## src/rtl/excp_ctrl.sv

```systemverilog
// Exception/interrupt/ERTN commit controller: accepts one event at commit, then flushes and redirects fetch.
// Latency: event accepted in cycle T, FLUSH (CSR strobe) at T+1, redirect offered from T+2.
// Backpressure: wb_ready is low outside IDLE; REDIR holds redir_valid/redir_pc/flush until redir_ready.
//
// Ports:
//   clk, rstn                    clock, async active-low reset
//   wb_valid/wb_ready            commit handshake; wb_ex/wb_ertn/wb_ecode/wb_esubcode/wb_pc/wb_vaddr describe the commit
//   has_int/int_ecode            pending interrupt from the CSR file
//   csr_eentry/csr_era           redirect targets from the CSR file
//   csr_ex_en/csr_ecode/...      exception-entry update to the CSR file (non-zero only in FLUSH)
//   flush                        pipeline flush, high in FLUSH and REDIR
//   redir_valid/redir_pc/redir_ready  fetch redirect handshake
//   ex_cnt                       saturating count of exceptions/interrupts taken
module excp_ctrl #(
   parameter logic [7:0] ERTN_CODE = 8'hFF,
   parameter int         CNT_W     = 16
) (
   input  logic             clk,
   input  logic             rstn,
   input  logic             wb_valid,
   output logic             wb_ready,
   input  logic             wb_ex,
   input  logic             wb_ertn,
   input  logic [7:0]       wb_ecode,
   input  logic             wb_esubcode,
   input  logic [31:0]      wb_pc,
   input  logic [31:0]      wb_vaddr,
   input  logic             has_int,
   input  logic [7:0]       int_ecode,
   input  logic [31:0]      csr_eentry,
   input  logic [31:0]      csr_era,
   output logic             csr_ex_en,
   output logic [7:0]       csr_ecode,
   output logic             csr_esubcode,
   output logic [31:0]      csr_pc,
   output logic [31:0]      csr_vaddr,
   output logic             flush,
   output logic             redir_valid,
   output logic [31:0]      redir_pc,
   input  logic             redir_ready,
   output logic [CNT_W-1:0] ex_cnt
);

   typedef enum logic [1:0] {
      IDLE  = 2'd0,
      FLUSH = 2'd1,
      REDIR = 2'd2
   } state_t;

   state_t state;
   logic   ev_ertn;   // current event is ERTN: redirect to ERA instead of EENTRY
   logic   take;

   assign take = wb_valid & (has_int | wb_ex | wb_ertn);

   // All outputs are registered. The csr_* payload is loaded on acceptance so it is
   // visible exactly during FLUSH, and cleared on the way out of FLUSH.
   always_ff @(posedge clk or negedge rstn) begin
      if (!rstn) begin
         state        <= IDLE;
         ev_ertn      <= 1'b0;
         wb_ready     <= 1'b1;
         csr_ex_en    <= 1'b0;
         csr_ecode    <= 8'd0;
         csr_esubcode <= 1'b0;
         csr_pc       <= 32'd0;
         csr_vaddr    <= 32'd0;
         flush        <= 1'b0;
         redir_valid  <= 1'b0;
         redir_pc     <= 32'd0;
         ex_cnt       <= '0;
      end else begin
         case (state)
            IDLE: begin
               if (take) begin
                  state    <= FLUSH;
                  wb_ready <= 1'b0;
                  flush    <= 1'b1;
                  csr_pc   <= wb_pc;
                  // Priority: interrupt, then exception, then ERTN.
                  if (has_int) begin
                     ev_ertn      <= 1'b0;
                     csr_ex_en    <= 1'b1;
                     csr_ecode    <= int_ecode;
                     csr_esubcode <= 1'b0;
                     csr_vaddr    <= 32'd0;
                  end else if (wb_ex) begin
                     ev_ertn      <= 1'b0;
                     csr_ex_en    <= 1'b1;
                     csr_ecode    <= wb_ecode;
                     csr_esubcode <= wb_esubcode;
                     csr_vaddr    <= wb_vaddr;
                  end else begin
                     ev_ertn      <= 1'b1;
                     csr_ex_en    <= 1'b0;
                     csr_ecode    <= ERTN_CODE;
                     csr_esubcode <= 1'b0;
                     csr_vaddr    <= 32'd0;
                  end
               end
            end

            FLUSH: begin
               state        <= REDIR;
               csr_ex_en    <= 1'b0;
               csr_ecode    <= 8'd0;
               csr_esubcode <= 1'b0;
               csr_pc       <= 32'd0;
               csr_vaddr    <= 32'd0;
               redir_valid  <= 1'b1;
               redir_pc     <= ev_ertn ? csr_era : csr_eentry;
               // Count the entry strobe that is high during this cycle; ERTN never strobes.
               if (csr_ex_en && (ex_cnt != '1)) begin
                  ex_cnt <= ex_cnt + CNT_W'(1);
               end
            end

            REDIR: begin
               if (redir_ready) begin
                  state       <= IDLE;
                  redir_valid <= 1'b0;
                  flush       <= 1'b0;
                  wb_ready    <= 1'b1;
               end
            end

            default: begin
               state       <= IDLE;
               csr_ex_en   <= 1'b0;
               redir_valid <= 1'b0;
               flush       <= 1'b0;
               wb_ready    <= 1'b1;
            end
         endcase
      end
   end

endmodule

```

## config.mk

```make
export PLATFORM = sky130hd
export DESIGN_NAME = excp_ctrl
export DESIGN_NICKNAME = d
export VERILOG_FILES = /design/src/rtl/excp_ctrl.sv
export SDC_FILE = /design/constraint.sdc
export NUM_CORES = 1
export LEC_CHECK = 0
export CORE_ASPECT_RATIO = 0.6
export CORE_MARGIN = 2
export CORE_UTILIZATION = 37
export CTS_BUF_LIST = sky130_fd_sc_hd__clkbuf_2 sky130_fd_sc_hd__clkbuf_4 sky130_fd_sc_hd__clkbuf_8
export DETAILED_ROUTE_END_ITERATION = 10
export HOLD_SLACK_MARGIN = 0.1
export PLACE_DENSITY = 0.8
export REMOVE_ABC_BUFFERS = 1
export SLEW_MARGIN = 10
export SYNTH_ARGS = -nofsm -noshare
export SYNTH_HDL_FRONTEND = slang
export SYNTH_SLANG_ARGS = --single-unit
```

## constraint.sdc

```tcl
create_clock -name clk -period 1.6 [get_ports clk]
set_clock_uncertainty 0.1 [all_clocks]
set_input_delay 0.24 -clock clk [delete_from_list [all_inputs] [get_ports clk]]
set_output_delay 0.24 -clock clk [all_outputs]
set_load 0.01 [all_outputs]
```

======== After elaboration in Yosys (flattened, before gate mapping) ========
Index checks and enable logic that the tools add are counted.
storage, ports and cells
  register bits after elaboration ......... 128
  bits of input ports ..................... 152
  output and inout port bits .............. 125
  word-level logic and storage cells ...... 65
operators by class
  add/sub/neg operators ................... 1
  eq/ne operators ......................... 5
  muxes and demuxes ....................... 31
  bitwise logic cells ..................... 6
  reductions and logical operators ........ 10
operators with widths
  operator               count
  $mux 32                5
  $pmux 32 s2            2
  $mux 8                 3
  $add 16x1->16 const B  1
  $ne 16x16->1 const B   1
  $pmux 8 s2             1
  $mux 1                 12
  $reduce_and 2->1       6
  $pmux 1 s3             3
  $pmux 2 s3             1
  $mux 2                 2
  $ne 2x2->1 const B     2
  $pmux 1 s2             2
  $not 1->1              3
  $reduce_and 3->1       1
  $eq 2x1->1 const B     1
  $eq 2x2->1 const B     1
  $logic_not 2->1        1
  $or 1x1->1             2
  $reduce_bool 2->1      1
  $and 1x1->1            1
  $logic_and 1x1->1      1

======== Depth between registers and ports, before layout ========
Gate-level depths: netlist of the first run.
  word-level depth ........................ 5
  depth in mapped cells ................... 7
  gate-level depth less buffers ........... 5

======== Worst setup path before layout of the first run ========
Ideal clock, no wire load.
  path type ............................... register to register
  start point ............................. register state[1]
  end point ............................... register csr_esubcode
  library setup time ...................... 121 ps
  arrival ................................. 1,525 ps
  path slack .............................. -146 ps
  cell stages (with the launch flop) ...... 8
  path buffers ............................ 3
  period minus slack after synthesis ...... 1,746 ps
  path through ............................ dfrtp_1 > nand2b_1 > or3_1 > buf_4 > and2_4 > buf_6 > buf_6 > a22o_1
on the way
  word-level cells in the longest chain between the ends .. 3
RTL lines
  what                                                              line  text
  start, declared                                                   50    state_t state;
  start signal, assigned                                            60    state <= IDLE;
  start signal, assigned                                            76    state <= FLUSH;
  start signal, assigned                                            104   state <= REDIR;
  $eq 2x1->1 or $logic_not 2->1 (tied branches)                     73    case (state)
  $reduce_bool 2->1 (no source line) or $ne 2x2->1 (tied branches)  n/a
  $reduce_and 2->1 (no source line)                                 n/a
  end signal, assigned                                              91    csr_esubcode <= wb_esubcode;
  end, declared                                                     34    output logic csr_esubcode,
Parallel ways exist; a longest one is shown, timed or not.
A chain may end at the register's enable or synchronous reset.

======== Worst setup path after layout of the first run ========
  start point ............................. register state[1]
  end point ............................... register csr_pc[13]
on the way
  word-level cells in the longest chain between the ends .. 3
RTL lines
  what                                                              line  text
  $eq 2x1->1 or $logic_not 2->1 (tied branches)                     73
  $reduce_bool 2->1 (no source line) or $ne 2x2->1 (tied branches)  n/a
  $reduce_and 2->1 (no source line)                                 n/a
  end signal, assigned                                              79    csr_pc <= wb_pc;
  end, declared                                                     35    output logic [31:0] csr_pc,
Parallel ways exist; a longest one is shown, timed or not.

==> flow_metrics.py, run 1 <==
metrics = {
    "floorplan": {
        "die_x_um": 159,
        "coreArea_um2": 14300,
        "fp.dieArea_um2": 15500,
        "num_io_pins": 277,
        "die_y_um": 97.3,
        "initial_core_util_pct": 37.4,
        "row_count": 34,
    },
    "placed_design": {
        "gp_congestion": 0.842,
        "dpl_cell_area_um2": 8650,
        "numPortBuffers": 276,
        "dp_hpwl_mm": 12.8,
    },
    "drt": {
        "antenna_left": 0,
        "firstDrtPassIters": 5,
        "vias_per_cell": 5.08,
        "wl_mm": 20.4,
        "vias": 5421,
        "detail_route.iter0.violations": 292,
        "drcViolationCount": 0,
        "routedWlPerCell_um": 19.1,
    },
    "timing": {
        "max_freq_mhz": 567,
        "max_slew.worst_pin.slew_ns": 0.566,
        "setup_ws_ns": -0.163,
        "finalSetupTns_ns": -8.84,
        "slew_headroom_pct": 62.2,
        "setup_viol": 86,
        "final_max_slew_viol_count": 0,
        "whs_ns": 0.236,
        "period_needed_ns": 1.76,
        "hold_viol_final": 0,
        "rsz0062_at_grt": "yes",
        "min_period_over_period_pct": 110,
    },
    "hold_path": {
        "hp-class": "in -> reg",
    },
    "power": {
        "pwr_density_cell_nw_per_um2": 1490,
        "power_leakage_nw": 4.94,
        "ir_drop_v": 0.000719,
    },
    "cells_and_area": {
        "syn2layout_area_growth_pct": 88.2,
        "fin_nets": 1008,
        "fillers": 1062,
        "seqCellArea_um2": 3210,
        "fin_util_pct": 70.4,
        "multi_input_area_um2": 2510,
        "final_area_um2": 10100,
        "layout-drive-gt1-share_pct": 25.6,
    },
    "grt": {
        "grt_antenna_before_repair": 2,
        "grt_pass1_wl_mm": 31.1,
        "grt-ovfl-total": 0,
        "grt_max_degree": 78,
        "grt.total_usage_pct": 25.9,
        "grt_pass1_vias": 5774,
    },
    "synthesis": {
        "synth_top_area_cell": "dfrtp_1",
        "yosysSeqAreaShare_pct": 59.8,
        "synth-edff-count": 0,
        "netlist_area_um2": 5360,
        "ys_warn_count": 0,
        "yosysTopAreaCellShare_pct": 59.3,
        "synth_cell_types": 41,
        "netlist_instances": 499,
        "synth_ff_type": "dfrtp_1",
        "ys_top_cells_by_count": "dfrtp_1, nand2_1, o21ai_0",
        "synth_area_per_cell_um2": 10.7,
        "synth_most_common_cell": "dfrtp_1",
        "yosys-top-cells-area": "dfrtp_1, nand2_1, mux2i_1",
        "ys_ff_latch": 128,
        "synth-async-reset-ratio_pct": 100,
    },
    "status": {
        "violations": "negative setup slack",
        "status": "complete, but fails checks",
    },
    "clock_tree": {
        "clockRootBuffer": "clkbuf_8",
        "cts_sinks": 128,
        "clk-insertion-delay-late_ns": 0.43,
        "ctsLongestPathBuffers": 2,
        "h-tree-depth": 4,
        "clk_pin_slew_ns": 0.08,
        "cts_tree": "done",
        "cts_buffers": 17,
    },
    "critical_path": {
        "startpoint_type": "flip-flop",
        "worst-path-max-fanout": 6,
        "end_kind": "flip-flop",
        "crit_arrival_ns": 1.99,
        "crit_required_ns": 1.83,
        "crit_type": "reg -> reg",
    },
    "job": {
        "cap_violations": 0,
    },
}
[final timing paths]
| check | endpoint | startpoint | slack, ns | cells after the start |
|---|---|---|---|---|
| setup / recovery | csr_pc[13] | state[1] | -0.16 | 7 |
| hold / removal | csr_pc[18] | wb_pc[18] | 0.24 | 3 |
| setup reg to reg | csr_pc[13] | state[1] | -0.16 | 7 |
| hold reg to reg | wb_ready | wb_ready | 0.37 | 2 |
| max in group asynchronous | ex_cnt[13] | rstn | 0.29 | 3 |
| min in group asynchronous | state[1] | rstn | 0.30 | 3 |
[metrics by stage]
step,power (mW),worst slack [ns],cells
after floorplan,7.38,-1.43,467
after global placement,11.0,-0.478,989
after detailed placement,11.3,-0.588,989
after CTS,14.6,-0.161,1061
after global routing,15.9,-0.233,1066
final,15.0,-0.163,1067
[report_power, final]
part / total, mW / switching (mW) / internal, mW
logic: 6.74 / 3.38 / 3.35
registers: 5.19 / 0.792 / 4.39
clock network: 3.07 / 1.34 / 1.74
total: 15.0 / 5.51 / 9.48
[routing by layer]
| layer | global-route usage (%) | wire length (µm) |
|---|---|---|
| met3 | 8.54 | 1610 |
| met4 | 8.11 | 345 |
| met2 | 42.1 | 9820 |
| met1 | 33.1 | 8620 |
| met5 | 0 | 13 |
[placed cells by master (no fill, tap or decap), types with 5 or more instances in the layout]
master / count
clkdlybuf4s50_1: 150
dfrtp_1: 126
dlygate4sd2_1: 108
nand2_1: 98
buf_4: 52
o21ai_0: 37
a22o_1: 33
nand3_2: 33
mux2i_1: 33
clkbuf_8: 17
buf_6: 14
buf_12: 11
clkdlybuf4s15_1: 9
o21ai_2: 8
xor2_1: 8
nand2_2: 8
buf_16: 8
o22ai_1: 7
nand3_4: 7
clkbuf_2: 7
nand3_1: 6
nand4_1: 5
nand2_4: 5
[area by class of cell]
cell class | instances | area share, %
Antenna cell | 1 | 0.0248
Clock buffer | 19 | 2.47
Clock inverter | 13 | 1.85
Inverter | 4 | 0.273
Multi-Input combinational cell | 339 | 24.9
Sequential cell | 128 | 31.8
Tap cell | 198 | 2.45
Timing Repair Buffer | 365 | 36.3
[repair_timing]
| action | in CTS | in global routing |
|---|---|---|
| setup endpoints to repair | 209 | 101 |
| pin swaps | 37 | 69 |
| cloned | 15 | 3 |
| setup buffers | 23 | 6 |
| endpoints found under the hold margin | 127 | 0 |
| gates resized for setup | 214 | 87 |
| hold buffers | 3 | 0 |
[logic make-up after synthesis]
logic type	count (synthesis)	synth area share (%)
AND/OR/NAND/NOR	194	16.8
AO/OA/AOI/OAI	94	11.4
XOR/XNOR	10	1.63
adder cells (fa/ha/maj)	1	0.233
multiplexers	36	6.79
flip-flops	128	59.8
buffers and inverters	36	3.38
[sequential cells by signal, summed over array words and instances (netlist names)]
signal	cells
flush	1
csr_esubcode	1
wb_ready	1
redir_pc	32
state	2
csr_vaddr	32
ev_ertn	1
csr_ex_en	1
csr_ecode	8
ex_cnt	16
redir_valid	1
csr_pc	32
[worst max-delay path: stages, from the launching register on]
cell	delay, ns
dfrtp_1	0.42
nand2b_4	0.16
or3_4	0.40
buf_12	0.16
buf_12	0.14
clkbuf_16	0.17
nand3_2	0.07
nand2_1	0.06
Power figures use the tool's default switching activity.
==> run 2: changes to the inputs <==
--- a/config.mk
+++ b/config.mk
@@ -10,6 +10,7 @@
 export CORE_UTILIZATION = 37
 export CTS_BUF_LIST = sky130_fd_sc_hd__clkbuf_2 sky130_fd_sc_hd__clkbuf_4 sky130_fd_sc_hd__clkbuf_8
 export DETAILED_ROUTE_END_ITERATION = 10
+export GPL_ROUTABILITY_DRIVEN = 0
 export HOLD_SLACK_MARGIN = 0.1
 export PLACE_DENSITY = 0.8
 export REMOVE_ABC_BUFFERS = 1
==> run 2 against run 1 <==
The run still ends with negative setup slack left. First-iteration DRC count rose by 21%. Non-clock buffer count shrank 8. Sequential power down 3%. Routed wire length down 3.5%. Critical path type unchanged. Largest cell class unchanged. Largest power group unchanged.
==> flow_metrics.py, run 2 (synthesis results as in run 1) <==
metrics = {
    "status": {
        "status": "complete, but fails checks",
        "violations": "negative setup slack",
    },
    "drt": {
        "drcViolationCount": 0,
        "wl_mm": 19.7,
        "routedWlPerCell_um": 18.6,
        "vias_per_cell": 5.12,
        "vias": 5422,
        "antenna_left": 0,
        "firstDrtPassIters": 5,
        "detail_route.iter0.violations": 354,
    },
    "placed_design": {
        "dp_hpwl_mm": 12.6,
        "place_inst": 985,
        "numPortBuffers": 276,
    },
    "power": {
        "power_leakage_nw": 4.77,
        "pwr_density_cell_nw_per_um2": 1480,
        "ir_drop_v": 0.000727,
    },
    "timing": {
        "final_max_slew_viol_count": 0,
        "max_freq_mhz": 569,
        "setup_viol": 86,
        "setup_ws_ns": -0.156,
        "hold_viol_final": 0,
        "period_needed_ns": 1.76,
        "whs_ns": 0.239,
        "max_slew.worst_pin.slew_ns": 0.411,
        "slew_headroom_pct": 72.5,
        "rsz0062_at_grt": "yes",
        "finalSetupTns_ns": -8.15,
        "min_period_over_period_pct": 110,
    },
    "clock_tree": {
        "clk_pin_slew_ns": 0.09,
        "clockRootBuffer": "clkbuf_8",
        "cts_buffers": 17,
        "ctsLongestPathBuffers": 2,
        "cts_sinks": 128,
        "clk-insertion-delay-late_ns": 0.43,
        "cts_tree": "done",
        "h-tree-depth": 4,
    },
    "critical_path": {
        "ff2ff_setup_slack_ns": -0.16,
        "crit_cells": 6,
        "crit_required_ns": 1.82,
        "crit_type": "reg -> reg",
        "cp_slowest_cell": "dfrtp_1",
        "end_kind": "flip-flop",
        "cp_cell_sequence": "buf_4 > and3b_2 > nand4_1 > buf_4 > nor2_4 > mux2_4",
        "r2r_end": "ex_cnt[10]",
        "cp_num_buf_inv": 2,
        "r2r_cells": 6,
        "crit_arrival_ns": 1.98,
        "worst_path_dominant_cell_family": "simple AND/OR/NAND/NOR gates",
        "startpoint_type": "flip-flop",
        "worst-path-max-fanout": 4,
        "max_stage_delay_ns": 0.40,
        "cpMostUsedCell": "buf_4",
        "startpoint": "state[1]",
        "setup.worst_path.end": "ex_cnt[10]",
        "reg2reg_from": "state[1]",
    },
    "job": {
        "cap_violations": 0,
    },
    "cells_and_area": {
        "n_antenna_cell": 0,
        "final_cell_mix": "clkdlybuf4s50_1, dfrtp_1, dlygate4sd2_1",
        "fillers": 1128,
        "largest_registers": "csr_pc (32), csr_vaddr (32), redir_pc (32)",
        "stdcell_count": 1058,
        "seqCellArea_um2": 3210,
        "layout-drive-gt1-share_pct": 18.5,
        "final_common_cell": "clkdlybuf4s50_1",
        "multi_input_area_um2": 2190,
        "syn2layout_area_growth_pct": 80.4,
        "fin_nets": 1000,
    },
    "floorplan": {
        "fp.dieArea_um2": 15500,
        "row_count": 34,
        "die_y_um": 97.3,
        "num_io_pins": 277,
        "coreArea_um2": 14300,
        "die_x_um": 159,
        "initial_core_util_pct": 37.4,
    },
    "grt": {
        "grt_max_degree": 78,
        "grt-ovfl-total": 0,
        "grt.total_usage_pct": 25.2,
        "grt_pass1_wl_mm": 30.5,
        "grt_pass1_vias": 5599,
        "grt_antenna_before_repair": 0,
    },
    "hold_path": {
        "hp-class": "in -> reg",
    },
}
-- run 2: changes by cell type in the layout (fill, tap and decap cells not counted), sizes merged, moves of 2 or more --
cell,delta
clkinvlp,-2
bufinv,-2
clkbuf,-2
clkinv,-2
buf,-8
inv,+7
-- run 2: what timing repair did --
action                     CTS  global route
gates cloned                11             5
pin swaps                   15            14
hold endpoints to repair   127             0
setup endpoints to repair  208            99
buffers inserted            21             5
gates resized for setup    195            25
hold buffers                 2             0
-- run 2: worst min path at each step --
stage                         start      endpoint  slack, ns  cells past startpoint
final                     wb_pc[20]    csr_pc[20]       0.24                      3
after global routing       wb_pc[8]     csr_pc[8]       0.22                      3
after CTS                 wb_pc[18]    csr_pc[18]       0.21                      3
after detailed placement       rstn    ex_cnt[12]      0.005                      1
after global placement         rstn    ex_cnt[12]      0.005                      1
after floorplan                rstn  csr_ecode[0]      -0.16                      0
-- run 2: cell type report --
class,instances,share of cell area [%]
clock buffers,18,2.56
inverters,4,0.427
well taps,198,2.56
multi-input cells,339,22.7
flip-flops and latches,128,33.1
clock inverters,14,1.73
repair buffers,357,36.9
-- run 2: worst reg2reg max path: stages (launching register included) --
cell and delay [ns]:
dfrtp_1 0.40, buf_4 0.14, and3b_2 0.27, nand4_1 0.16, buf_4 0.20, nor2_4 0.08
mux2_4 0.30
-- run 2: per-layer routing --
metal | routed length (µm) | track usage, % | vias to the layer above
met5 | 0 | 0 | -
met2 | 9350 | 41.2 | 246
met1 | 8360 | 31.4 | 2678
li1 | - | - | 2459
met4 | 448 | 8.95 | 0
met3 | 1540 | 8.41 | 39
-- run 2: power breakdown --
part           internal [mW]  switching, mW
Combinational           3.11           3.17
Sequential              4.39          0.668
Clock                   1.49           1.47
-- run 2: stage by stage --
stage | area [µm²] | setup WS, ns | power, mW | utilization (%)
6_report | 9680 | -0.156 | 14.3 | 67.5
5_1_grt | 9680 | -0.209 | 15.1 | 67.5
4_1_cts | 9500 | -0.123 | 14.1 | 66.3
3_5_place_dp | 8630 | -0.532 | 11.2 | 60.2
3_3_place_gp | 8630 | -0.471 | 11.0 | 60.2
2_1_floorplan | 5200 | -1.43 | 7.38 | -
==> run 3: changes to the inputs <==
==> config.mk (replaced) <==
export PLATFORM = sky130hd
export DESIGN_NAME = excp_ctrl
export DESIGN_NICKNAME = d
export VERILOG_FILES = /design/src/rtl/excp_ctrl.sv
export SDC_FILE = /design/constraint.sdc
export NUM_CORES = 1
export LEC_CHECK = 0
export ABC_CLOCK_PERIOD_IN_PS = 1600
export CORE_ASPECT_RATIO = 0.6
export CORE_MARGIN = 2
export CORE_UTILIZATION = 36
export DETAILED_ROUTE_END_ITERATION = 10
export GPL_ROUTABILITY_DRIVEN = 0
export HOLD_SLACK_MARGIN = 0.1
export PLACE_DENSITY = 0.78
export REMOVE_ABC_BUFFERS = 1
export SLEW_MARGIN = 10
export SYNTH_ARGS = -nofsm -noshare
export SYNTH_HDL_FRONTEND = slang
export SYNTH_SLANG_ARGS = --single-unit
==> run 3 against run 2 <==
The flow still finishes with violations (negative setup slack). Clock power increased by 38%. Critical path type unchanged. Register-to-register slack got worse by 0.04 ns. Flip-flop and latch count unchanged. Routed wire length increased by 8.3%. Largest cell class unchanged. Sequential power increased by 3%. Largest power group unchanged. Worst setup slack got worse by 0.043 ns. First-iteration DRC count decreased by 20%. Final area increased by 8.4%. Sequential share of layout area decreased by 2.6 points. Highest routed layer unchanged.
==> flow_metrics.py, run 3 (synthesis results as in run 1) <==
metrics = {
    "critical_path": {
        "worst-path-max-fanout": 4,
        "crit_required_ns": 1.80,
        "end_kind": "flip-flop",
        "crit_type": "reg -> reg",
        "cp_cell_sequence": "buf_6 > and3b_2 > buf_4 > nand2_2 > or3_4 > xnor2_1",
        "startpoint_type": "flip-flop",
        "max_stage_delay_ns": 0.41,
        "cp_slowest_cell": "or3_4",
        "crit_arrival_ns": 2.00,
    },
    "timing": {
        "setup_ws_ns": -0.199,
        "max_slew.worst_pin.slew_ns": 0.405,
        "max_freq_mhz": 556,
        "setup_viol": 82,
        "final_max_slew_viol_count": 0,
        "finalSetupTns_ns": -6.34,
        "min_period_over_period_pct": 112,
        "rsz0062_at_grt": "yes",
        "period_needed_ns": 1.80,
        "hold_viol_final": 0,
        "slew_headroom_pct": 72.9,
    },
    "placed_design": {
        "numPortBuffers": 276,
        "dp_slack_ns": -0.524,
        "dp_hpwl_mm": 13.3,
    },
    "cells_and_area": {
        "layout-drive-gt1-share_pct": 27.7,
        "largest_registers": "csr_pc (32), csr_vaddr (32), redir_pc (32)",
        "fin_util_pct": 72.3,
        "final_common_cell": "clkdlybuf4s50_1",
        "fin_nets": 1006,
        "final_cell_mix": "clkdlybuf4s50_1, dfrtp_1, dlygate4sd2_1",
        "syn2layout_area_growth_pct": 95.6,
    },
    "clock_tree": {
        "cts_sinks": 128,
        "clk_pin_slew_ns": 0.06,
        "clk-insertion-delay-late_ns": 0.40,
        "cts_tree": "done",
        "clockRootBuffer": "clkbuf_16",
        "h-tree-depth": 4,
        "cts_buffers": 17,
        "ctsLongestPathBuffers": 2,
    },
    "grt": {
        "grt_pass1_vias": 5962,
        "grt_max_degree": 41,
        "grt_pass1_wl_mm": 33.1,
        "grt.total_usage_pct": 27.1,
        "grt_antenna_before_repair": 0,
        "grt-ovfl-total": 0,
    },
    "floorplan": {
        "row_count": 34,
        "die_y_um": 98.5,
        "die_x_um": 162,
        "initial_core_util_pct": 37.0,
        "fp.dieArea_um2": 15900,
        "num_io_pins": 277,
        "coreArea_um2": 14500,
    },
    "drt": {
        "wl_mm": 21.3,
        "vias": 5404,
        "firstDrtPassIters": 4,
        "antenna_left": 0,
        "vias_per_cell": 5.07,
        "routedWlPerCell_um": 20.0,
        "drcViolationCount": 0,
        "detail_route.iter0.violations": 283,
    },
    "power": {
        "power_leakage_nw": 5.09,
        "pwr_density_cell_nw_per_um2": 1570,
        "ir_drop_v": 0.00100,
    },
    "status": {
        "violations": "negative setup slack",
        "status": "complete, but fails checks",
    },
    "job": {
        "cap_violations": 0,
    },
    "hold_path": {
        "hp-class": "in -> async",
    },
}
run 3: changes by cell type in the layout (fill, tap and decap cells not counted), sizes merged:
cell,change
inv,-5
and2,-2
clkinv,+3
dlygate4sd2,+8
bufinv,+1
bufbuf,+1
buf,+13
dlygate4sd3,-1
clkdlybuf4s15,-6
diode,+1
clkbuf,-6
run 3: power by group:
part | switching (mW) | leakage (nW) | total (mW) | internal, mW
combinational | 3.54 | 3.14 | 7.20 | 3.67
sequential | 0.829 | 1.65 | 5.23 | 4.40
clock | 1.51 | 0.301 | 4.08 | 2.57
run 3: path summary, 6_finish.rpt:
path,startpoint,to,slack [ns],cells after the start
max in group asynchronous,rstn,ex_cnt[5],0.63,3
min reg2reg,redir_pc[0],redir_pc[0],0.37,2
min in group clk,wb_pc[28],csr_pc[28],0.26,3
max,state[1],ex_cnt[6],-0.20,6
min,rstn,redir_pc[16],0.19,2
max reg2reg,state[1],ex_cnt[6],-0.20,6
run 3: routing by layer:
layer,vias up,track usage [%],wire (µm)
li1,2472,-,-
met1,2702,33.5,8870
met2,204,47.2,10700
met3,26,7.37,1420
met4,0,6.94,291
met5,-,0,0
run 3: cell type report:
type	instances	area (µm²)
Timing Repair Buffer	365	3760
Clock inverter	13	175
Sequential cell	128	3210
Multi-Input combinational cell	337	2620
Antenna cell	1	2.50
Fill cell	1071	4020
Inverter	4	27.5
Tap cell	198	248
Clock buffer	19	453
run 3: what timing repair did:
item,in CTS,in global routing
hold buffers,1,0
pin swaps,102,54
endpoints found under the setup margin,207,124
endpoints found under the hold margin,128,0
cloned,20,0
buffers inserted,31,11
gates resized for setup,276,72
run 3: worst max-delay path: cells and delay by family, from the launching register on:
kind | cells | cell delay, ns
xor+xnor | 1 | 0.21
simple gates | 3 | 0.74
buf+inv | 2 | 0.25
flops | 1 | 0.39
run 3: through the flow:
stage | cell area, µm² | power, mW | hold WS (ns) | cells
floorplan | 5200 | 7.38 | -0.156 | 467
global placement | 8640 | 11.0 | 0.0765 | 986
detailed placement | 8640 | 11.2 | 0.0761 | 986
CTS | 10500 | 16.5 | 0.200 | 1069
global route | 10500 | 17.4 | 0.215 | 1064
finish | 10500 | 16.5 | 0.192 | 1065
